===== src/rtl/gameplay_datapath.sv =====
// gameplay_datapath: block position/direction, prev row x, score and chances with FSM status flags
module gameplay_datapath #(
  parameter int STEP_DIV     = 833333,
  parameter int X_MAX        = 144,
  parameter int BLOCK_W      = 16,
  parameter int CHANCES_INIT = 10,
  parameter int SCORE_W      = 4
) (
  input  logic               clk,
  input  logic               reset,
  input  logic               new_game,
  input  logic               ld_x,
  input  logic               ld_y,
  input  logic               ld_d,
  input  logic               enable,
  input  logic               save_x,
  input  logic               inc_score,
  input  logic               dec_chances,
  input  logic               new_direction,
  input  logic [7:0]         new_x_position,
  input  logic [6:0]         new_y_position,
  output logic [7:0]         x,
  output logic [6:0]         y,
  output logic [SCORE_W-1:0] score,
  output logic [3:0]         chances,
  output logic               c,
  output logic               o
);
  localparam int TW = STEP_DIV > 1 ? $clog2(STEP_DIV) : 1;
  localparam logic [7:0] XM = 8'(X_MAX);
  logic dir, dir_step, prev_valid, last;
  logic [7:0] prev_x, xe, x_step;
  logic [TW-1:0] tick;
  logic [8:0] diff;
  assign last = tick == TW'(STEP_DIV - 1);
  assign xe = x > XM ? XM : x;
  // next position/direction for one step, out-of-range x clamped to the right edge first
  always_comb begin
    x_step = dir ? (xe < XM ? xe + 8'd1 : XM - 8'd1) : (xe != 8'd0 ? xe - 8'd1 : 8'd1);
    dir_step = dir ? xe < XM : xe == 8'd0;
  end
  // position, direction and step divider; loads restart the divider
  always_ff @(posedge clk or posedge reset) begin
    if (reset) begin
      x <= '0;
      dir <= 1'b1;
      tick <= '0;
    end else begin
      if (ld_x) x <= new_x_position;
      if (ld_d) dir <= new_direction;
      if (ld_x | ld_d) tick <= '0;
      else if (enable) begin
        tick <= last ? '0 : tick + TW'(1);
        if (last) begin
          x <= x_step;
          dir <= dir_step;
        end
      end
    end
  end
  // row position
  always_ff @(posedge clk or posedge reset) begin
    if (reset) y <= '0;
    else if (ld_y) y <= new_y_position;
  end
  // game bookkeeping; new_game wins over per-row updates
  always_ff @(posedge clk or posedge reset) begin
    if (reset) begin
      score <= '0;
      chances <= 4'(CHANCES_INIT);
      prev_x <= '0;
      prev_valid <= 1'b0;
    end else if (new_game) begin
      score <= '0;
      chances <= 4'(CHANCES_INIT);
      prev_valid <= 1'b0;
    end else begin
      if (inc_score && score != '1) score <= score + SCORE_W'(1);
      if (dec_chances && chances != '0) chances <= chances - 4'd1;
      if (save_x) begin
        prev_x <= x;
        prev_valid <= 1'b1;
      end
    end
  end
  assign diff = x >= prev_x ? {1'b0, x} - {1'b0, prev_x} : {1'b0, prev_x} - {1'b0, x};
  assign o = !prev_valid | (diff < 9'(BLOCK_W));
  assign c = chances != '0;
endmodule


===== config.mk =====
export PLATFORM = sky130hd
export DESIGN_NAME = gameplay_datapath
export DESIGN_NICKNAME = d
export VERILOG_FILES = /design/src/rtl/gameplay_datapath.sv
export SDC_FILE = /design/constraint.sdc
export NUM_CORES = 1
export LEC_CHECK = 0
export BUFFER_PORTS_ARGS = -buffer_cell sky130_fd_sc_hd__buf_2
export CAP_MARGIN = 20
export CORE_ASPECT_RATIO = 1.4
export CORE_MARGIN = 2
export CORE_UTILIZATION = 50
export CTS_CLUSTER_SIZE = 14
export DETAILED_ROUTE_END_ITERATION = 7
export PLACE_DENSITY = 0.71
export SLEW_MARGIN = 20
export SYNTH_ARGS = -nofsm -noshare
export SYNTH_HDL_FRONTEND = slang
export SYNTH_SLANG_ARGS = --single-unit

===== constraint.sdc =====
create_clock -name clk -period 3.2 [get_ports clk]
set_clock_uncertainty 0.15 [all_clocks]
set_input_delay 0.16 -clock clk [delete_from_list [all_inputs] [get_ports clk]]
set_output_delay 0.16 -clock clk [all_outputs]
set_load 0.02 [all_outputs]

# ---- Word-level counts from Yosys, hierarchy flattened
# Cells that the tools add are included.
dict set report totals {
  reg_bits 53
  latch_bits 0
  ramBits 0
  mem_bits_ro 0
  inputBits 26
  wordCells 58
  mem_count 0
}
dict set report op_classes {
  n_addsub 7
  n_mul 0
  div 0
  n_lt_le_gt_ge 4
  n_eq_ne 2
  n_shift 0
  n_mux 23
  bitwise 3
  reduce_logical 11
}
# operator n
set ops {}
lappend ops {{8-bit 2-to-1 mux} 8}
lappend ops {{20-bit 2-to-1 mux} 3}
lappend ops {{20-bit by 1-bit adder with 20-bit output (second input constant)} 1}
lappend ops {{20-bit == test (second input constant)} 1}
lappend ops {{8-bit by 8-bit subtractor with 9-bit output} 2}
lappend ops {{4-bit 2-to-1 mux} 4}
lappend ops {{9-bit by 5-bit < comparator with 1-bit output (second input constant)} 1}
lappend ops {{9-bit 2-to-1 mux} 1}
lappend ops {{8-bit by 1-bit adder with 8-bit output (second input constant)} 1}
lappend ops {{8-bit >= comparator} 1}
lappend ops {{8-bit > comparator (second input constant)} 1}
lappend ops {{8-bit logical NOT} 1}
lappend ops {{8-bit < comparator (second input constant)} 1}
lappend ops {{2-bit nonzero test} 4}
lappend ops {{8-bit nonzero test} 1}
lappend ops {{8-bit by 1-bit subtractor with 8-bit output (second input constant)} 1}
lappend ops {{1-bit 2-to-1 mux} 7}
lappend ops {{4-bit by 1-bit adder with 4-bit output (second input constant)} 1}
lappend ops {{4-bit inequality test (second input constant)} 1}
lappend ops {{4-bit nonzero test} 1}
lappend ops {{4-bit by 1-bit subtractor with 4-bit output (second input constant)} 1}
lappend ops {{1-bit logical AND} 2}
lappend ops {{1-bit OR} 2}
lappend ops {{2-bit AND reduction} 1}
lappend ops {{other kinds (2)} 2}

# ---- Logic depth before layout (Yosys ltp)
dict set report depth {
  ltp_word 8
  mapped_depth 11
}

# ---- Worst setup path before layout
# No wires, ideal clock.
dict set report synth_timing {
  path_kind {register to output}
  start {register x[4]}
  end {output port o}
  arrival_time_ns 2.799
  path_slack_ns 0.091
  stages_incl_launch_ff 10
  n_path_buf 1
  cell_sequence {dfrtp_1 clkbuf_1 inv_1 ha_1 or2_2 a21boi_1 a41oi_2 and3_1 a211oi_1 o41ai_2}
}
dict set report synth_between {
  elab_chain_cells 4
}
# item line_no
set synth_lines {}
lappend synth_lines {{from (decl)} 22} ;# output logic [7:0] x,
lappend synth_lines {{from (signal assigned)} 49} ;# if (ld_x) x <= new_x_position;
lappend synth_lines {{from (signal assigned)} 55} ;# x <= x_step;
lappend synth_lines {{8-bit by 8-bit subtractor with 9-bit output or 8-bit >= comparator (tied branches)} 86} ;# assign diff = x >= prev_x ? {1'b0, x} - {1'b0, prev_x} : {1'b0, prev_x} - {1'b0, x};
lappend synth_lines {{9-bit 2-to-1 mux *} 86}
lappend synth_lines {{9-bit by 5-bit < comparator with 1-bit output *} 87} ;# assign o = !prev_valid | (diff < 9'(BLOCK_W));
lappend synth_lines {{1-bit OR *} 87}
lappend synth_lines {{to (decl)} 27} ;# output logic o
# Every way passes the cells marked *; elsewhere a longest branch is shown, timed or not.

# ---- Final worst setup path
dict set report layout_timing {
  start {register x[1]}
  end {output port o}
}
# Same word-level chain as after synthesis.

==> out/metrics.cfg <==
[finish]
drive_gt1_share_pct = 21.72
final_common_cell = buf_2
nNetsFinal = 514
area_delta_synth_final_pct = 18.49
antenna_cells = 0
fill_cells = 624
final_cell_mix = buf_2 (49), dfrtp_1 (47), nor2_1 (44)
register_area_mm2 = 0.001334
stdcell_count = 560
multi_input_area_mm2 = 0.002028
finalInstanceArea_mm2 = 0.004177

[global_route]
gr-total-overflow = 0
grtUsageTotal_pct = 22.63
grt_antenna_before_repair = 0
grt_pass1_vias = 3046
grt_max_degree = 32
grt_pass1_wl_um = 13650

[clock_network]
cts_sinks = 53
clk_pin_slew_ps = 100
root_buffer = clkbuf_8
clkLatencyLatePin_ps = 310
numCtsBuffers = 5
cts_tree = built
h-tree-depth = 2
clk_path_buf_depth = 2

[critical_path]
path_class = reg2out
crit_fanout = 7
cp_data_required_time_ps = 2890
arrival_ps = 2810
slowest_stage = dfrtp_2
crit_path_start_kind = flop
max_stage_delay_ps = 450
worstSetupEndpointType = primary output
cp_cell_sequence = inv_2 > ha_1 > nor2b_1 > o31ai_2 > a21boi_2 > a41oi_2 > and3_1 > a211oi_1 > o41ai_2 > buf_4

[hold_path]
worst_hold_path_type = in2reg

[detailed_routing]
firstDrtPassIters = 4
route.detailed.drc = 0
drt-total-wl_um = 8408
postRouteAntennaNets = 0
num_vias = 3107
drtIter0Drc = 214
wl_per_cell_um = 15.01
vias_per_cell = 5.548

[logic_synthesis]
synth_async_sr_flop_share_pct = 100.0
synthCells = 399
synthesis.nets = 449
synth-seq-cells = 53
synthDistinctLibCells = 63
ys_seq_area_share_pct = 37.74
synth-main-ff-cell = dfrtp_1
synth_area_per_cell_um2 = 8.834
synth_warnings = 0
syn-cell-area_mm2 = 0.003525
synth-edff-count = 0

[die]
chipHeight_um = 103.3
num_rows = 36
dieWidth_um = 74.96
pin_count = 51
coreArea_mm2 = 0.006892
fp.dieArea_mm2 = 0.007747
initial_core_util_pct = 51.14

[power_and_ir_drop]
cellLeakagePower_nw = 1.905
powerDensity_mw_per_mm2 = 417.9
ir_drop_v = 0.0002226
p_total_mw = 1.746

[timing]
maxSlewHeadroom_pct = 53.49
setup_slack_ps = 77.71
finalSetupViolations = 0
finalHoldViolations = 0
fin_tns_setup_ps = 0
fmax_mhz = 320.3
slew_viol_final = 0
min_period_ps = 3122
worst_pin_slew_ps = 696.6
fin_crit_sh_pct = 97.57

[flow_run]
max_cap_violations = 0

[place]
place_hpwl_um = 6080
placed_cells = 537
place_ws_ps = 319.7
portBuffers = 50
gp_congestion = 0.9112
place_area_mm2 = 0.003919

[run_status]
status = complete, no violations

[worst max-delay path: cells and delay by family (launching register included)]
family,cells,cell delay (ps)
DFF,1,450
adders and majority gates,1,310
and+or+nand+nor,2,340
AOI/OAI and AO/OA,5,1140
buffers and inverters,2,270
[final timing paths]
kind | startpoint | end | slack, ps | depth (start not counted)
max | x[1] | o | 80 | 10
min | new_x_position[4] | x[4] | 10 | 3
max reg2reg | x[5] | x[4] | 570 | 8
min reg2reg | tick[5] | tick[5] | 350 | 1
max in group asynchronous | reset | dir | 1900 | 4
min in group asynchronous | reset | y[4] | 360 | 3
[repair_timing]
action | 4_1_cts | 5_1_grt
setup endpoints to repair | 1 | 1
pin swaps | 0 | 2
resized for setup | 1 | 7
endpoints found under the hold margin | 44 | 0
hold buffers | 14 | 0
setup buffers | 0 | 1
[layer usage]
layer | global-route usage, % | vias to the layer above | share of wire [%]
li1 | - | 1542 | -
met1 | 26.39 | 1485 | 41
met2 | 42.31 | 67 | 55
met3 | 3.004 | 13 | 3.3
met4 | 6.593 | 0 | 1.4
met5 | 0 | - | 0
[per-stage QoR]
stage | util (%) | hold slack [ps]
finish | 60.60 | 11.14
CTS | 60.29 | 0.5412
global placement | 56.46 | 241.7
floorplan | - | 135.0
detailed placement | 56.86 | 151.3
global route | 60.60 | 17.11
[final cells by class]
cell class / instances / share of cell area (%)
Multi-Input combinational cell: 302 / 48.56
Sequential cell: 53 / 31.94
Timing Repair Buffer: 76 / 12.04
Tap cell: 95 / 2.846
Inverter: 26 / 2.337
Clock buffer: 5 / 1.648
Clock inverter: 3 / 0.6291
[cells in the mapped netlist (3+ instances only)]
cell type | count | area (um2)
nor2b_1 | 5 | 31.28
clkbuf_1 | 12 | 45.04
o31ai_1 | 3 | 22.52
dfrtp_1 | 50 | 1251
mux2_2 | 7 | 78.83
ha_1 | 24 | 300.3
inv_1 | 26 | 97.59
a221oi_1 | 4 | 35.03
nor3_1 | 9 | 45.04
mux2i_1 | 8 | 80.08
buf_2 | 5 | 25.02
xor2_1 | 7 | 61.31
nor2_1 | 44 | 165.2
dfstp_2 | 3 | 78.83
o21a_1 | 3 | 22.52
nand2_1 | 38 | 142.6
a21oi_1 | 23 | 115.1
o21ai_0 | 24 | 120.1
nand2b_1 | 5 | 31.28
o22ai_1 | 3 | 18.77
nand3_1 | 19 | 95.09
xnor2_1 | 12 | 105.1
nand4_1 | 6 | 37.54
and3_1 | 5 | 31.28
o211ai_1 | 3 | 22.52
[report_power, final]
part           internal, mW  leakage (nW)  switching (mW)  total [mW]
combinational         0.248          1.19           0.340       0.589
clock                 0.160        0.0423           0.236       0.395
sequential            0.717         0.677          0.0442       0.762
total                  1.13          1.91           0.620        1.75
[kinds of logic (layout without fill, tap and decap cells)]
logic type               after synthesis  in the layout  share of synthesized area, %
AO/OA/AOI/OAI                         92             92                         18.46
buffers and inverters                 44            110                         4.970
adder cells (fa/ha/maj)               24             24                         8.520
XOR/XNOR                              19             19                         4.721
AND/OR/NAND/NOR                      152            152                         21.09
multiplexers                          15             15                         4.509
flip-flops                            53             53                         37.74
[state kept, by name, indices dropped and copies added (netlist names)]
register and cells:
tick 20, prev_x 8, x 8, y 7, chances 4, score 4
dir 1, prev_valid 1
No activity file was read; power rests on OpenSTA's default activity.
